File: src/rtl/eth_pcs_rx_descrambler_pkg.sv
// Shared widths, scrambler polynomial taps and sync-header encodings for the PCS receive path.
package eth_pcs_params;

  localparam int W_DATA  = 32;
  localparam int W_SYNC  = 2;
  localparam int W_BLK   = 64;
  localparam int SCR_LEN = 58;
  localparam int SCR_TAP = 39;

  localparam logic [W_SYNC-1:0] SYNC_DATA = 2'b01;
  localparam logic [W_SYNC-1:0] SYNC_CTRL = 2'b10;

  function automatic logic hdr_invalid(input logic [W_SYNC-1:0] hdr);
    return !((hdr == SYNC_DATA) || (hdr == SYNC_CTRL));
  endfunction

endpackage

File: src/rtl/eth_pcs_rx_descrambler_word.sv
// Combinational x^58+x^39+1 self-synchronous descrambler for one payload word.
// Zero latency; no flow control (pure function of state and word).
module eth_pcs_descramble_word
  import eth_pcs_params::*;
(
  input  logic [SCR_LEN-1:0] i_state,
  input  logic [W_DATA-1:0]  i_word,
  output logic [W_DATA-1:0]  o_word,
  output logic [SCR_LEN-1:0] o_state
);

  // Concatenated stream: bit SCR_LEN+i is the current bit i, lower bits are history.
  logic [SCR_LEN+W_DATA-1:0] w_ext;

  assign w_ext = {i_word, i_state};

  always_comb begin
    o_word = '0;
    for (int i = 0; i < W_DATA; i++) begin
      o_word[i] = w_ext[SCR_LEN+i] ^ w_ext[SCR_LEN-SCR_TAP+i] ^ w_ext[i];
    end
  end

  assign o_state = w_ext[SCR_LEN+W_DATA-1 -: SCR_LEN];

endmodule

File: src/rtl/eth_pcs_rx_descrambler.sv
// Descrambles RX payload words and reassembles 66-bit blocks; strobe 1 cycle after word 1.
// No backpressure: every accepted word advances the scrambler state.
module eth_pcs_rx_descrambler
  import eth_pcs_params::*;
#(
  parameter bit DESCRAMBLE_BYPASS = 1'b0
) (
  input  logic              i_clk,
  input  logic              i_reset,
  input  logic              i_rx_lock,
  input  logic              i_hdr_valid,
  input  logic [W_SYNC-1:0] i_hdr,
  input  logic              i_data_valid,
  input  logic [W_DATA-1:0] i_data,
  output logic              o_blk_valid,
  output logic [W_SYNC-1:0] o_blk_hdr,
  output logic [W_BLK-1:0]  o_blk_data,
  output logic              o_hdr_err,
  output logic              o_align_err
);

  logic [SCR_LEN-1:0] r_s;
  logic [W_SYNC-1:0]  r_hdr;
  logic               r_hdr_lat;
  logic [1:0]         r_wcnt;
  logic [W_DATA-1:0]  r_word0;
  logic               r_blk_valid;
  logic [W_SYNC-1:0]  r_blk_hdr;
  logic [W_BLK-1:0]   r_blk_data;
  logic               r_hdr_err;
  logic               r_align_err;

  logic [W_DATA-1:0]  w_descr;
  logic [SCR_LEN-1:0] w_next_s;
  logic [W_DATA-1:0]  w_word;
  logic               w_wd1;
  logic               w_emit;
  logic               w_misalign;

  eth_pcs_descramble_word u_descr (
    .i_state (r_s),
    .i_word  (i_data),
    .o_word  (w_descr),
    .o_state (w_next_s)
  );

  assign w_word     = DESCRAMBLE_BYPASS ? i_data : w_descr;
  assign w_wd1      = i_data_valid && r_hdr_lat && (r_wcnt == 2'd1);
  assign w_emit     = i_rx_lock && w_wd1;
  // A header landing with word 1 closes the old block cleanly; only a header on an idle slot mid-block is an error.
  assign w_misalign = i_rx_lock && i_hdr_valid && r_hdr_lat && (r_wcnt == 2'd1) && !i_data_valid;

  always_ff @(posedge i_clk) begin
    if (i_reset) begin
      r_s         <= '0;
      r_hdr       <= '0;
      r_hdr_lat   <= 1'b0;
      r_wcnt      <= 2'd0;
      r_word0     <= '0;
      r_blk_valid <= 1'b0;
      r_blk_hdr   <= '0;
      r_blk_data  <= '0;
      r_hdr_err   <= 1'b0;
      r_align_err <= 1'b0;
    end else begin
      if (i_data_valid) begin
        r_s <= w_next_s;
      end

      if (!i_rx_lock) begin
        r_hdr_lat <= 1'b0;
        r_wcnt    <= 2'd0;
      end else if (i_hdr_valid) begin
        r_hdr_lat <= 1'b1;
        r_hdr     <= i_hdr;
        if (i_data_valid && !w_wd1) begin
          r_word0 <= w_word;
          r_wcnt  <= 2'd1;
        end else begin
          r_wcnt  <= 2'd0;
        end
      end else if (i_data_valid && r_hdr_lat) begin
        if (r_wcnt == 2'd0) begin
          r_word0 <= w_word;
          r_wcnt  <= 2'd1;
        end else if (r_wcnt == 2'd1) begin
          r_wcnt  <= 2'd2;
        end
      end

      r_blk_valid <= w_emit;
      r_align_err <= w_misalign;
      if (w_emit) begin
        r_blk_hdr  <= r_hdr;
        r_blk_data <= {w_word, r_word0};
        r_hdr_err  <= hdr_invalid(r_hdr);
      end
    end
  end

  assign o_blk_valid = r_blk_valid;
  assign o_blk_hdr   = r_blk_hdr;
  assign o_blk_data  = r_blk_data;
  assign o_hdr_err   = r_hdr_err;
  assign o_align_err = r_align_err;

endmodule

File: config.mk
export PLATFORM = sky130hd
export DESIGN_NAME = eth_pcs_rx_descrambler
export DESIGN_NICKNAME = d
export VERILOG_FILES = /design/src/rtl/eth_pcs_rx_descrambler_pkg.sv /design/src/rtl/eth_pcs_rx_descrambler_word.sv /design/src/rtl/eth_pcs_rx_descrambler.sv
export SDC_FILE = /design/constraint.sdc
export NUM_CORES = 1
export LEC_CHECK = 0
export CAP_MARGIN = 20
export CORE_UTILIZATION = 49
export CTS_BUF_LIST = sky130_fd_sc_hd__clkbuf_4
export DETAILED_ROUTE_END_ITERATION = 16
export PLACE_DENSITY = 0.78
export RECOVER_POWER = 50
export SLEW_MARGIN = 30
export SYNTH_ARGS = -nofsm -noshare
export SYNTH_HDL_FRONTEND = slang
export SYNTH_SLANG_ARGS = --single-unit
File: constraint.sdc
create_clock -name i_clk -period 1.45 [get_ports i_clk]
set_input_delay 0.3625 -clock i_clk [delete_from_list [all_inputs] [get_ports i_clk]]
set_output_delay 0.3625 -clock i_clk [all_outputs]
set_load 0.02 [all_outputs]
==> key figures <==
Detailed routing
  – Number of routed nets with antenna violations: 0
  – WL final: 16.3 mm
  – DR vias/cell: 5.30
  – Initial DRC Count: 452
  – WL/cell: 16.5 um
  – Via count: 5238
  – DRT Pass-1 Iters: 5
  – DRC: 0

Setup path
  – Worst reg-to-reg setup slack: -60 ps
  – Startpoint Class: flop
  – Critical path arrival: 2020 ps
  – Max Fanout on Critical Path: 16
  – RR Endpoint: r_word0[2]$_SDFFE_PP0P_
  – Worst flop-to-flop path startpoint: r_wcnt[1]$_SDFFE_PP0P_
  – Critical path class: flop to flop
  – Worst reg2reg path depth: 4
  – Worst EP required: a little under 2000 ps
  – Setup crit end kind: flop

Status
  – Status: finished with violations
  – Violated checks: setup timing

Global route
  – Gr usage total: 0.233
  – Largest net degree at the start of global routing: 84
  – Vias in the first global route: 4855
  – First-pass GRT wire length: 23.9 mm
  – GR Overflow Total: 0
  – Antenna violations before repair: 0

Floorplan
  – Die Wd: 116 um
  – Core Area: around 13000 um2
  – Std cell rows: 41
  – Starting density of the core: 0.504
  – Die Footprint: around 13000 um2
  – Ports: around 110
  – Die Ht: 116 um

Timing
  – Tmin final: 1510 ps
  – Max Slew Vio Count: 0
  – Clk_skew: between 20 and 25 ps
  – RSZ-0062 raised after global routing: true
  – Max-slew headroom: 0.305
  – Fin. Hold Viols: 0
  – Period utilization: 1.04
  – Final setup TNS: -728 ps
  – Fmax: ~660 MHz
  – Setup slack after layout: -58.7 ps
  – Setup Viol. Count Final: 24
  – Measured slew at the worst slew-check pin: 1040 ps

Min path
  – Hold Startpoint: i_data_valid
  – Min-Delay Path Class: primary input to flop
  – Hold Path Sink: o_align_err$_SDFF_PP0_
  – Hold path cells: 2

Power
  – Sequential group share of total power: 0.552
  – Sw power: 0.00216 W
  – Static leakage: 3.42 nW
  – Combinational share of power: 0.105
  – VDD IR max: 0.610 mV
  – Power density over the cells: 1020 nW/um2
  – Switching Share: 0.251
  – Clock share of power: 0.343
  – Int Power: about 0.0064 W
  – Final Power: 0.00858 W

Cells and area
  – Design area: between 8000 and 9000 um2
  – Fin cells: 989
  – Final net count: 843
  – Layout cells sized above 1: 0.275
  – Diode count: 0
  – Layout area overhead: 31.5%

Synthesis
  – Synthesized area per cell: ~9.3 um2
  – Syn Std Cell Area: about 6400 um2
  – Yosys Warn Count: 0
  – FFs w/ async S/R, synth: 0
  – #FFs+latches synth: 164
  – Post-synth top area cell: dfxtp_1
  – Top post-synthesis cells by area: dfxtp_1 (51%), mux2i_1 (9.2%), o21ai_0 (5.2%)
  – Cells after synthesis: 686
  – EDFF count, synth: 0
  – Synth top area share: 0.514
  – Most common cell in the netlist: dfxtp_1
  – Yosys cell types: 26
  – Sequential share of the synthesized area: 0.514
  – Syn nets: 725
  – Post-synth top flop: dfxtp_1
  – Synth top cells by count: dfxtp_1 (164), nand2_1 (75), o21ai_0 (67)

Clock tree
  – CTS Buf Count: 17
  – H-tree Lvls: 4
  – Hold_buf cts: 0
  – Clk buf depth: 2
  – CTS Root Buffer Type: clkbuf_4
  – CTS sink count: 164
  – CTS tree: built
  – Clk Latency, worst-skew pair: 570 ps
  – Reg clk slew, reported paths: 140 ps

Flow run
  – Max_cap viols: 0

Place
  – IO Port Bufs: 107
  – Placed Instance Area: 7680 um2
  – GP Congestion: about 0.82
  – Post-detail-place hpwl: between 10 and 15 mm
  – Cell total after placement: 939
-- logic make-up after synthesis --
logic type             count (synthesis)  synth area share
AO/OA/AOI/OAI                        137             0.108
flip-flops                           164             0.514
multiplexers                          59            0.0925
buffers and inverters                 51            0.0362
XOR/XNOR                              65            0.0891
AND/OR/NAND/NOR                      210             0.160
-- final cells by class --
class / count / area, um2
fillers: 987 / 4270
flip-flops and latches: 164 / 3370
multi-input cells: 473 / 2960
repair buffers: 146 / 1520
well taps: 172 / 215
clock inverters: 14 / 186
clock buffers: 18 / 135
inverters: 2 / 7.51
-- worst max path at each step --
stage | start | end | slack, ps | cells past startpoint
global placement | i_rx_lock | o_blk_data[13]$_SDFFE_PP0P_ | -320 | 5
floorplan | r_wcnt[1]$_SDFFE_PP0P_ | o_blk_data[34]$_SDFFE_PP0P_ | 40 | 6
finish | r_wcnt[1]$_SDFFE_PP0P_ | r_word0[2]$_SDFFE_PP0P_ | -60 | 4
detailed placement | i_rx_lock | o_blk_data[41]$_SDFFE_PP0P_ | -370 | 5
CTS | r_wcnt[1]$_SDFFE_PP0P_ | r_word0[24]$_SDFFE_PP0P_ | -40 | 5
global route | r_wcnt[1]$_SDFFE_PP0P_ | r_word0[2]$_SDFFE_PP0P_ | -100 | 4
-- cells in the final DEF, fill, tap and decap left out, drive strengths merged, types with 2 or more instances in the layout --
cell type	instances
buf	105
dfxtp	164
nor2b	32
nand3b	32
mux2i	59
bufinv	4
clkinvlp	3
a21oi	38
nand2	75
o21ai	97
clkbuf	23
xnor2	33
inv	2
or3	3
nand2b	2
clkdlybuf4s50	35
nand3	3
nor2	60
xor2	32
clkinv	7
-- stage by stage --
step	hold WS [ps]	setup slack [ps]	util
final	123	-58.7	0.663
after global routing	108	-104	0.663
after CTS	40.6	-43.9	0.627
after detailed placement	442	-370	0.606
after global placement	440	-318	0.606
after floorplan	427	36.0	-
-- sequential cells by signal, indices dropped and copies added, names as in the netlist, 2 cells and up --
name,count
r_hdr,2
o_blk_hdr,2
r_word0,32
o_blk_data,64
r_s,58
r_wcnt,2
-- routing by layer --
metal  share of wire  vias to the layer above  GRT usage
met5               0                        -          0
met4           0.024                        0      0.107
met3           0.059                       35     0.0493
met2            0.49                      197      0.377
met1            0.42                     2479      0.300
li1                -                     2527          -
-- power by group through the flow --
stage / clock (W) / sequential, W / combinational, W
3_3_place_gp: 0 / 0.00483 / 0.000826
5_1_grt: 0.00318 / 0.00475 / 0.000962
6_report: 0.00295 / 0.00473 / 0.000898
2_1_floorplan: 0 / 0.00481 / 0.000509
4_1_cts: 0.00298 / 0.00473 / 0.000853
3_5_place_dp: 0 / 0.00483 / 0.000849
-- repair_timing --
action,4_1_cts,5_1_grt
setup buffers,1,11
gates resized for setup,409,118
pin swaps,1,3
gates cloned,0,6
endpoints found under the setup margin,149,139
-- critical path, cell delays in order (launching register included) --
cell     delay, ps
dfxtp_2        350
and2b_4        210
mux2i_4        220
or3_4          500
o21ai_1        170
(Power assumes the default switching activity.)
